===== src/rtl/riscv_mul_sched_if.sv =====
// Requester/multiplier bundle for riscv_mul_sched: two request/response ports plus the shared multiplier port.
// Handshake: reqN_valid may be asserted at any time; the op is accepted in a cycle where reqN_valid && reqN_ready;
// reqN_ready is combinational and never high for both requesters; responses have no backpressure.
interface riscv_mul_sched_if #(
    parameter int XLEN = 32
);
    logic            req0_valid;
    logic            req0_ready;
    logic [1:0]      req0_func;
    logic [XLEN-1:0] req0_opA;
    logic [XLEN-1:0] req0_opB;

    logic            req1_valid;
    logic            req1_ready;
    logic [1:0]      req1_func;
    logic [XLEN-1:0] req1_opA;
    logic [XLEN-1:0] req1_opB;

    logic            mul_valid;
    logic [1:0]      mul_func;
    logic [XLEN-1:0] mul_opA;
    logic [XLEN-1:0] mul_opB;
    logic [XLEN-1:0] mul_r;

    logic            rsp0_valid;
    logic [XLEN-1:0] rsp0_r;
    logic            rsp1_valid;
    logic [XLEN-1:0] rsp1_r;

    modport slave (
        input  req0_valid, req0_func, req0_opA, req0_opB,
        input  req1_valid, req1_func, req1_opA, req1_opB,
        input  mul_r,
        output req0_ready, req1_ready,
        output mul_valid, mul_func, mul_opA, mul_opB,
        output rsp0_valid, rsp0_r, rsp1_valid, rsp1_r
    );

    modport master (
        output req0_valid, req0_func, req0_opA, req0_opB,
        output req1_valid, req1_func, req1_opA, req1_opB,
        output mul_r,
        input  req0_ready, req1_ready,
        input  mul_valid, mul_func, mul_opA, mul_opB,
        input  rsp0_valid, rsp0_r, rsp1_valid, rsp1_r
    );
endinterface


===== src/rtl/riscv_mul_sched.sv =====
// Two-requester scheduler for one pipelined multiplier; tags ops and steers results back after LATENCY cycles.
// Optional macro RISCV_MUL_SCHED_FIXED_PRIO_EN: requester 0 always wins (default build is round-robin).
module riscv_mul_sched #(
    parameter int XLEN    = 32,
    parameter int LATENCY = 2
) (
    input  logic               clk,
    input  logic               rst,
    input  logic               flush,
    output logic               idle,
    riscv_mul_sched_if.slave   bus
);
    localparam int LAT = (LATENCY < 1) ? 1 : ((LATENCY > 3) ? 3 : LATENCY);

    generate
        if (LATENCY < 1 || LATENCY > 3) begin : g_lat_warn
            $warning("riscv_mul_sched: LATENCY out of range 1..3, clamped");
        end
    endgenerate

    logic            w_any;
    logic            w_hs;
    logic            w_gnt_id;
    logic [1:0]      w_sel_func;
    logic [XLEN-1:0] w_sel_opA;
    logic [XLEN-1:0] w_sel_opB;
    logic            w_ret;

    logic            r_mul_valid;
    logic [1:0]      r_mul_func;
    logic [XLEN-1:0] r_mul_opA;
    logic [XLEN-1:0] r_mul_opB;
    logic [LAT:0]    r_pipe_v;
    logic [LAT:0]    r_pipe_tag;
    logic            r_rsp0_valid;
    logic [XLEN-1:0] r_rsp0_r;
    logic            r_rsp1_valid;
    logic [XLEN-1:0] r_rsp1_r;

    assign w_any = bus.req0_valid | bus.req1_valid;
    assign w_hs  = w_any & ~flush;

`ifdef RISCV_MUL_SCHED_FIXED_PRIO_EN
    assign w_gnt_id = ~bus.req0_valid;
`else
    logic r_last_grant;

    always_comb begin
        w_gnt_id = ~bus.req0_valid;
        if (bus.req0_valid && bus.req1_valid) begin
            w_gnt_id = ~r_last_grant;
        end
    end

    // last_grant resets to 1 so requester 0 wins the first contended cycle
    always_ff @(posedge clk or posedge rst) begin
        if (rst) begin
            r_last_grant <= 1'b1;
        end else if (w_hs) begin
            r_last_grant <= w_gnt_id;
        end
    end
`endif

    assign bus.req0_ready = w_hs & ~w_gnt_id;
    assign bus.req1_ready = w_hs &  w_gnt_id;

    assign w_sel_func = w_gnt_id ? bus.req1_func : bus.req0_func;
    assign w_sel_opA  = w_gnt_id ? bus.req1_opA  : bus.req0_opA;
    assign w_sel_opB  = w_gnt_id ? bus.req1_opB  : bus.req0_opB;

    always_ff @(posedge clk or posedge rst) begin
        if (rst) begin
            r_mul_valid <= 1'b0;
            r_mul_func  <= 2'd0;
            r_mul_opA   <= '0;
            r_mul_opB   <= '0;
        end else begin
            r_mul_valid <= w_hs;
            if (w_hs) begin
                r_mul_func <= w_sel_func;
                r_mul_opA  <= w_sel_opA;
                r_mul_opB  <= w_sel_opB;
            end
        end
    end

    // Stage 0 lines up with mul_valid; stage LAT lines up with the cycle mul_r is valid.
    always_ff @(posedge clk or posedge rst) begin
        if (rst) begin
            r_pipe_v   <= '0;
            r_pipe_tag <= '0;
        end else begin
            r_pipe_tag <= {r_pipe_tag[LAT-1:0], w_gnt_id};
            if (flush) begin
                r_pipe_v <= '0;
            end else begin
                r_pipe_v <= {r_pipe_v[LAT-1:0], w_hs};
            end
        end
    end

    // A result arriving during a flush belongs to killed work and is dropped.
    assign w_ret = r_pipe_v[LAT] & ~flush;

    always_ff @(posedge clk or posedge rst) begin
        if (rst) begin
            r_rsp0_valid <= 1'b0;
            r_rsp0_r     <= '0;
            r_rsp1_valid <= 1'b0;
            r_rsp1_r     <= '0;
        end else begin
            r_rsp0_valid <= w_ret & ~r_pipe_tag[LAT];
            r_rsp1_valid <= w_ret &  r_pipe_tag[LAT];
            if (w_ret && !r_pipe_tag[LAT]) begin
                r_rsp0_r <= bus.mul_r;
            end
            if (w_ret && r_pipe_tag[LAT]) begin
                r_rsp1_r <= bus.mul_r;
            end
        end
    end

    assign bus.mul_valid  = r_mul_valid;
    assign bus.mul_func   = r_mul_func;
    assign bus.mul_opA    = r_mul_opA;
    assign bus.mul_opB    = r_mul_opB;
    assign bus.rsp0_valid = r_rsp0_valid;
    assign bus.rsp0_r     = r_rsp0_r;
    assign bus.rsp1_valid = r_rsp1_valid;
    assign bus.rsp1_r     = r_rsp1_r;

    assign idle = ~(|r_pipe_v) & ~r_mul_valid & ~w_hs;
endmodule


===== src/flat_wrapper.sv =====
// flat-port wrapper written by rule: the top's interface ports become plain ports
module riscv_mul_sched_flat 
#(
    parameter int XLEN    = 32,
    parameter int LATENCY = 2
)
  (clk, rst, flush, idle, bus_req0_valid, bus_req0_func, bus_req0_opA, bus_req0_opB, bus_req1_valid, bus_req1_func, bus_req1_opA, bus_req1_opB, bus_mul_r, bus_req0_ready, bus_req1_ready, bus_mul_valid, bus_mul_func, bus_mul_opA, bus_mul_opB, bus_rsp0_valid, bus_rsp0_r, bus_rsp1_valid, bus_rsp1_r);
  riscv_mul_sched_if #(.XLEN(XLEN)) bus_i ();
  input  logic clk;
  input  logic rst;
  input  logic flush;
  output logic idle;
  input wire logic [$bits(bus_i.req0_valid)-1:0] bus_req0_valid;
  input wire logic [$bits(bus_i.req0_func)-1:0] bus_req0_func;
  input wire logic [$bits(bus_i.req0_opA)-1:0] bus_req0_opA;
  input wire logic [$bits(bus_i.req0_opB)-1:0] bus_req0_opB;
  input wire logic [$bits(bus_i.req1_valid)-1:0] bus_req1_valid;
  input wire logic [$bits(bus_i.req1_func)-1:0] bus_req1_func;
  input wire logic [$bits(bus_i.req1_opA)-1:0] bus_req1_opA;
  input wire logic [$bits(bus_i.req1_opB)-1:0] bus_req1_opB;
  input wire logic [$bits(bus_i.mul_r)-1:0] bus_mul_r;
  output wire logic [$bits(bus_i.req0_ready)-1:0] bus_req0_ready;
  output wire logic [$bits(bus_i.req1_ready)-1:0] bus_req1_ready;
  output wire logic [$bits(bus_i.mul_valid)-1:0] bus_mul_valid;
  output wire logic [$bits(bus_i.mul_func)-1:0] bus_mul_func;
  output wire logic [$bits(bus_i.mul_opA)-1:0] bus_mul_opA;
  output wire logic [$bits(bus_i.mul_opB)-1:0] bus_mul_opB;
  output wire logic [$bits(bus_i.rsp0_valid)-1:0] bus_rsp0_valid;
  output wire logic [$bits(bus_i.rsp0_r)-1:0] bus_rsp0_r;
  output wire logic [$bits(bus_i.rsp1_valid)-1:0] bus_rsp1_valid;
  output wire logic [$bits(bus_i.rsp1_r)-1:0] bus_rsp1_r;
  assign bus_i.req0_valid = bus_req0_valid;
  assign bus_i.req0_func = bus_req0_func;
  assign bus_i.req0_opA = bus_req0_opA;
  assign bus_i.req0_opB = bus_req0_opB;
  assign bus_i.req1_valid = bus_req1_valid;
  assign bus_i.req1_func = bus_req1_func;
  assign bus_i.req1_opA = bus_req1_opA;
  assign bus_i.req1_opB = bus_req1_opB;
  assign bus_i.mul_r = bus_mul_r;
  assign bus_req0_ready = bus_i.req0_ready;
  assign bus_req1_ready = bus_i.req1_ready;
  assign bus_mul_valid = bus_i.mul_valid;
  assign bus_mul_func = bus_i.mul_func;
  assign bus_mul_opA = bus_i.mul_opA;
  assign bus_mul_opB = bus_i.mul_opB;
  assign bus_rsp0_valid = bus_i.rsp0_valid;
  assign bus_rsp0_r = bus_i.rsp0_r;
  assign bus_rsp1_valid = bus_i.rsp1_valid;
  assign bus_rsp1_r = bus_i.rsp1_r;
  riscv_mul_sched #(.XLEN(XLEN), .LATENCY(LATENCY)) u_core (.clk(clk), .rst(rst), .flush(flush), .idle(idle), .bus(bus_i));
endmodule

===== config.mk =====
export PLATFORM = sky130hd
export DESIGN_NAME = riscv_mul_sched_flat
export DESIGN_NICKNAME = d
export VERILOG_FILES = /design/src/rtl/riscv_mul_sched_if.sv /design/src/rtl/riscv_mul_sched.sv /design/src/flat_wrapper.sv
export SDC_FILE = /design/constraint.sdc
export NUM_CORES = 1
export LEC_CHECK = 0
export ABC_AREA = 1
export CAP_MARGIN = 20
export CORE_MARGIN = 5
export CORE_UTILIZATION = 35
export DETAILED_ROUTE_END_ITERATION = 7
export PLACE_DENSITY = 0.79
export SKIP_CTS_REPAIR_TIMING = 1
export SLEW_MARGIN = 20
export SYNTH_ARGS = -nofsm -noshare
export SYNTH_HDL_FRONTEND = slang
export SYNTH_SLANG_ARGS = --single-unit
export TNS_END_PERCENT = 100

===== constraint.sdc =====
create_clock -name clk -period 7.6 [get_ports clk]
set_clock_uncertainty 0.2 [all_clocks]
set_input_delay 1.14 -clock clk [delete_from_list [all_inputs] [get_ports clk]]
set_output_delay 1.14 -clock clk [all_outputs]
set_load 0.01 [all_outputs]

==> results of run 1 <==
==> power groups by stage <==
stage	registers, mW	logic, mW	clock network (mW)
finish	0.961	0.661	0.818
global route	0.976	0.714	0.869
CTS	0.961	0.669	0.837
detailed placement	0.971	0.668	0
global placement	0.967	0.658	0
floorplan	1.03	0.174	0
==> cells in the mapped netlist, drive strengths merged <==
master	number
nand4	66
clkbuf	23
inv	41
nand2	134
o21ai	66
nand3	134
buf	34
nor2	7
dfrtp	139
nor3	1
dfstp	1
==> cells in the final DEF, fill, tap and decap left out <==
| cell type | count |
|---|---|
| o21ai_4 | 1 |
| buf_2 | 1 |
| clkinvlp_4 | 4 |
| nand3_1 | 132 |
| dfstp_2 | 1 |
| nor2_1 | 6 |
| clkbuf_16 | 17 |
| nor2_4 | 1 |
| nand2_1 | 132 |
| clkbuf_8 | 1 |
| clkinv_2 | 3 |
| dfrtp_1 | 139 |
| nand2_2 | 2 |
| clkdlybuf4s50_1 | 303 |
| inv_2 | 1 |
| buf_4 | 9 |
| inv_6 | 5 |
| nand4_1 | 66 |
| bufinv_16 | 2 |
| nor3_1 | 1 |
| o21ai_0 | 65 |
| nand3_2 | 2 |
| diode_2 | 1 |
| inv_1 | 39 |
==> cell families (layout without fill, tap and decap cells) <==
family | Yosys count | in the layout | share of synthesized area
DFF | 140 | 140 | 0.597
buffers and inverters | 98 | 385 | 0.0697
and+or+nand+nor | 342 | 342 | 0.276
AOI/OAI and AO/OA | 66 | 66 | 0.0569
other | 0 | 1 | 0
==> state kept, by name (all words and copies together), names as in the netlist <==
signal                 cells
u_core.r_pipe_tag          3
u_core.r_last_grant        1
u_core.bus.rsp1_valid      1
u_core.r_pipe_v            3
u_core.bus.mul_valid       1
u_core.bus.rsp1_r         32
u_core.bus.mul_func        2
u_core.bus.mul_opB        32
u_core.bus.mul_opA        32
u_core.bus.rsp0_r         32
u_core.bus.rsp0_valid      1
==> through the flow <==
step / worst slack (ns) / power (mW) / instance area [µm²] / utilization
global placement: 2.84 / 1.63 / 9030 / 0.546
CTS: 2.82 / 2.47 / 9610 / 0.581
global route: 2.54 / 2.56 / 9610 / 0.581
finish: 2.80 / 2.44 / 9610 / 0.581
detailed placement: 2.83 / 1.64 / 9030 / 0.546
floorplan: 2.51 / 1.20 / 5870 / -
==> area by class of cell <==
class                      count  area share
multi-input combinational    408       0.206
timing repair buffer         313       0.323
antenna                        1    0.000260
tap                          220      0.0286
clock inverter                13      0.0146
inverter                      41      0.0165
clock buffer                  18      0.0457
sequential                   140       0.365
==> layer usage <==
metal  GRT usage  up-vias  wire (µm)
met5           0        -         20
met4      0.0700        2        488
met3      0.0779       38       2120
met2       0.330      306       9690
met1       0.249     2699       7980
li1            -     2763          -
==> path summary, 6_finish.rpt <==
check,from,to,slack (ns),cells past startpoint
max reg2reg,u_core.r_last_grant,u_core.bus.mul_opA[4],5.00,7
min reg2reg,u_core.r_pipe_tag[0],u_core.r_pipe_tag[1],0.15,0
max in group asynchronous,rst,u_core.bus.mul_opA[18],4.85,3
min,u_core.r_pipe_tag[0],u_core.r_pipe_tag[1],0.15,0
max,bus_req0_valid,bus_req1_ready,2.80,8
min in group asynchronous,rst,u_core.r_pipe_v[0],0.98,2
==> impl_metrics.py, run 1 <==
metrics = {
    "finish": {
        "multi_input_comb_area_um2": 1980,
        "drive_gt1_frac": 0.0536,
        "regArea_um2": 3500,
        "fillers": 1416,
        "area_growth_pct": 63.7,
        "nNetsFinal": 1090,
        "fin_cells": 1154,
    },
    "timing": {
        "setup_viol": 0,
        "slew-limit-headroom": 0.395,
        "fin_crit_sh": 0.632,
        "max_freq_ghz": 0.208,
        "holdWs_ns": 0.148,
        "worst_slew_pin_slew_ns": 0.908,
        "hold_viol_final": 0,
        "setup_tns_ns": 0,
        "drv_slew": 0,
        "rsz0062_at_grt": "false",
        "finalCriticalPeriod_ns": 4.80,
    },
    "grt": {
        "grt_max_degree": 74,
        "overflow": 0,
        "grt_pass1_vias": 5720,
        "grt_pass1_wl_um": 31500,
        "grt_usage": 0.203,
        "antenna_found_initial": 2,
    },
    "worst_setup_path": {
        "critPathBufInv": 5,
        "cp_max_fo": 69,
        "cpMostUsedCell": "buf_4",
        "crit_path_end_kind": "output port",
        "critical-path-slowest-cell": "buf_4",
        "cp.required_ns": 6.26,
        "crit_chain": "buf_2, buf_4, nor2_1, nor2_4, buf_4, nand2_1, inv_1, clkdlybuf4s50_1",
        "critical_path.max_stage_delay_ns": 0.58,
        "cp.arrival_ns": 3.46,
        "worstSetupPathType": "primary input to output port",
        "worst_setup_path_start_kind": "primary input",
        "cp_top_family": "buffers and inverters",
    },
    "placed_design": {
        "placedCellCount": 1122,
        "dpl.hpwl_um": 14200,
        "place.gp.congestion": 0.851,
        "io_buffers": 304,
    },
    "outcome": {
        "status": "complete, no violations",
    },
    "synthesis": {
        "synth-seq-area-share": 0.597,
        "yosysTopAreaCell": "dfrtp_1",
        "syn_area_per_cell_um2": 9.08,
        "synthesis.area_um2": 5870,
        "syn_inst": 646,
        "yosysTopAreaCellShare": 0.593,
        "ys_seq_elements": 140,
        "synth_cell_types": 16,
        "synth_fp_nets": 815,
        "synth_warnings": 0,
        "yosys-top-cells-area": "dfrtp_1 (59%), nand3_1 (11%), nand2_1 (8.6%)",
    },
    "routing": {
        "wl_um": 20300,
        "drcViolationCount": 0,
        "avgRoutedWirePerCell_um": 17.6,
        "via_per_inst": 5.03,
        "firstDrtPassIters": 5,
        "ant_nets": 0,
        "routed-via-count": 5808,
        "dr.first_iter.drc_count": 348,
    },
    "power": {
        "p_per_area_nw_per_um2": 254,
        "swShare": 0.283,
        "ir_drop_uv": 143,
        "leakage_nw": 4.27,
        "p_clk_frac": 0.335,
        "p_switching_mw": 0.691,
        "power_frac_seq": 0.394,
        "p_comb_frac": 0.271,
        "p_int_mw": 1.75,
    },
    "clock_tree": {
        "clk_pin_slew_ns": 0.05,
        "htreeDepth": 4,
        "clock-sinks": 140,
        "insertion_delay_ns": 0.41,
        "cts-root-buf": "clkbuf_16",
        "cts_buffer_depth": 2,
        "tritoncts": "built",
        "cts_buffers": 17,
    },
    "floorplanning": {
        "coreArea_um2": 16500,
        "dieWidth_um": 139,
        "rows": 47,
        "num_io_pins": 305,
        "start_util": 0.355,
        "die_area_um2": 19500,
        "die-height_um": 139,
    },
    "flow_run": {
        "timing.max_cap.violations": 0,
    },
    "worst_hold_path": {
        "hold_path_class": "flip-flop to flip-flop",
    },
}
Note: power is estimated with default switching activity, not from simulation.
==> run 2: changes to the inputs <==
--- a/config.mk
+++ b/config.mk
@@ -10,7 +10,7 @@
 export CORE_MARGIN = 5
 export CORE_UTILIZATION = 35
 export DETAILED_ROUTE_END_ITERATION = 7
-export PLACE_DENSITY = 0.79
+export PLACE_DENSITY = 0.82
 export SKIP_CTS_REPAIR_TIMING = 1
 export SLEW_MARGIN = 20
 export SYNTH_ARGS = -nofsm -noshare
==> constraint.sdc (replaced) <==
create_clock -name clk -period 4.1 [get_ports clk]
set_clock_uncertainty 0.2 [all_clocks]
set_input_delay 0.615 -clock clk [delete_from_list [all_inputs] [get_ports clk]]
set_output_delay 0.615 -clock clk [all_outputs]
set_load 0.01 [all_outputs]
==> run 2 against run 1 <==
Net effect:
- first-iteration DRC count shrank 13%
- die area is the same
- critical path depth shrank 2
- core utilization grew 0.22 points
- critical path type unchanged
- critical endpoint is now idle
- largest cell class unchanged
==> impl_metrics.py, run 2 (synthesis gave the netlist of run 1 again) <==
metrics = {
    "grt": {
        "grt_pass1_wl_um": 31300,
        "grt_usage": 0.201,
        "antenna_found_initial": 1,
        "grt_max_degree": 141,
        "overflow": 0,
        "grt_pass1_vias": 5713,
    },
    "worst_setup_path": {
        "cp.required_ns": 3.28,
        "worstSetupPathType": "primary input to output port",
        "cp.arrival_ns": 2.19,
        "cp_max_fo": 6,
        "worst_setup_path_start_kind": "primary input",
        "crit_path_end_kind": "output port",
    },
    "clock_tree": {
        "cts_buffers": 17,
        "cts-root-buf": "clkbuf_16",
        "tritoncts": "built",
        "clk_pin_slew_ns": 0.06,
        "insertion_delay_ns": 0.42,
        "htreeDepth": 4,
        "clock-sinks": 140,
        "cts_buffer_depth": 2,
    },
    "finish": {
        "num_antenna_cells": 0,
        "area_growth_pct": 64.3,
        "nNetsFinal": 1090,
        "multi_input_comb_area_um2": 1980,
        "final_common_cell": "clkdlybuf4s50_1",
        "layout.cells.most_common_list": "clkdlybuf4s50_1 (303), dfrtp_1 (139), nand3_1 (132), nand2_1 (132), nand4_1 (66)",
        "fin_area_um2": 9640,
        "regArea_um2": 3500,
        "drive_gt1_frac": 0.0546,
        "finalCoreUtilization": 0.584,
        "fillers": 1389,
    },
    "floorplanning": {
        "die_area_um2": 19500,
        "rows": 47,
        "start_util": 0.355,
        "num_io_pins": 305,
        "coreArea_um2": 16500,
        "dieWidth_um": 139,
        "die-height_um": 139,
    },
    "placed_design": {
        "dpl.hpwl_um": 13500,
        "place.gp.congestion": 0.853,
        "place_area_um2": 9040,
        "io_buffers": 304,
    },
    "routing": {
        "firstDrtPassIters": 5,
        "drcViolationCount": 0,
        "ant_nets": 0,
        "routed-via-count": 5815,
        "dr.first_iter.drc_count": 304,
        "via_per_inst": 5.04,
        "avgRoutedWirePerCell_um": 17.3,
        "wl_um": 19900,
    },
    "power": {
        "power_frac_seq": 0.389,
        "p_per_area_nw_per_um2": 475,
        "p_total_mw": 4.58,
        "p_switching_mw": 1.31,
        "leakage_nw": 4.29,
        "p_comb_frac": 0.267,
        "p_int_mw": 3.27,
        "p_clk_frac": 0.344,
        "swShare": 0.286,
        "ir_drop_uv": 279,
    },
    "timing": {
        "fin_crit_sh": 0.732,
        "setup_viol": 0,
        "rsz0062_at_grt": "false",
        "hold_viol_final": 0,
        "finalCriticalPeriod_ns": 3.00,
        "slew-limit-headroom": 0.487,
        "worst_slew_pin_slew_ns": 0.770,
        "drv_slew": 0,
        "max_freq_ghz": 0.333,
        "setup_tns_ns": 0,
    },
    "outcome": {
        "status": "complete, no violations",
    },
    "flow_run": {
        "timing.max_cap.violations": 0,
    },
    "worst_hold_path": {
        "hold_path_class": "flip-flop to flip-flop",
    },
}
## run 2: cell types whose count changed in the layout (fill, tap and decap cells not counted)
cell	change
clkinvlp_4	-1
clkinv_2	-3
diode_2	-1
buf_12	+1
clkinv_4	+4
buf_4	-1
clkbuf_8	+1
## run 2: area by class of cell
type | instances | area share
clock inverters | 13 | 0.0160
clock buffers | 19 | 0.0470
inverters | 41 | 0.0163
flip-flops and latches | 140 | 0.363
repair buffers | 313 | 0.323
well taps | 220 | 0.0285
multi-input cells | 408 | 0.206
## run 2: per-layer routing
metal  vias up  routed length, µm  track usage  part of all wire
li1       2759                  -            -                 -
met1      2724               7860        0.251              0.39
met2       295               9420        0.319              0.47
met3        35               2160       0.0751              0.11
met4         2                493       0.0772             0.025
met5         -                 11            0           0.00055
## run 2: final timing paths
kind | startpoint | end | slack, ns | depth (start not counted)
max | flush | idle | 1.10 | 6
min | u_core.r_pipe_tag[0] | u_core.r_pipe_tag[1] | 0.15 | 0
max reg2reg | u_core.r_last_grant | u_core.bus.mul_opA[6] | 2.23 | 5
min reg2reg | u_core.r_pipe_tag[0] | u_core.r_pipe_tag[1] | 0.15 | 0
max in group asynchronous | rst | u_core.bus.mul_opA[30] | 2.57 | 3
min in group asynchronous | rst | u_core.bus.mul_opA[26] | 0.58 | 3
## run 2: power by group through the flow
stage	clock (mW)	combinational (mW)	sequential [mW]
after floorplan	0	0.322	1.91
after global placement	0	1.22	1.79
after detailed placement	0	1.24	1.80
after CTS	1.61	1.24	1.78
after global routing	1.68	1.33	1.81
final	1.58	1.22	1.78
## run 2: critical path, stage by stage
cell             delay [ns]
clkdlybuf4s50_1        0.65
inv_2                  0.09
o21ai_4                0.07
nand2_1                0.06
nor3_1                 0.13
clkdlybuf4s50_1        0.57
## run 2: stage by stage
| stage | setup slack [ns] | hold WS [ns] | instances |
|---|---|---|---|
| 5_1_grt | 1.04 | 0.173 | 1154 |
| 4_1_cts | 1.12 | 0.150 | 1154 |
| 6_report | 1.10 | 0.146 | 1154 |
| 3_3_place_gp | 1.14 | 0.133 | 1122 |
| 3_5_place_dp | 1.11 | 0.136 | 1122 |
| 2_1_floorplan | 1.54 | 0.131 | 646 |
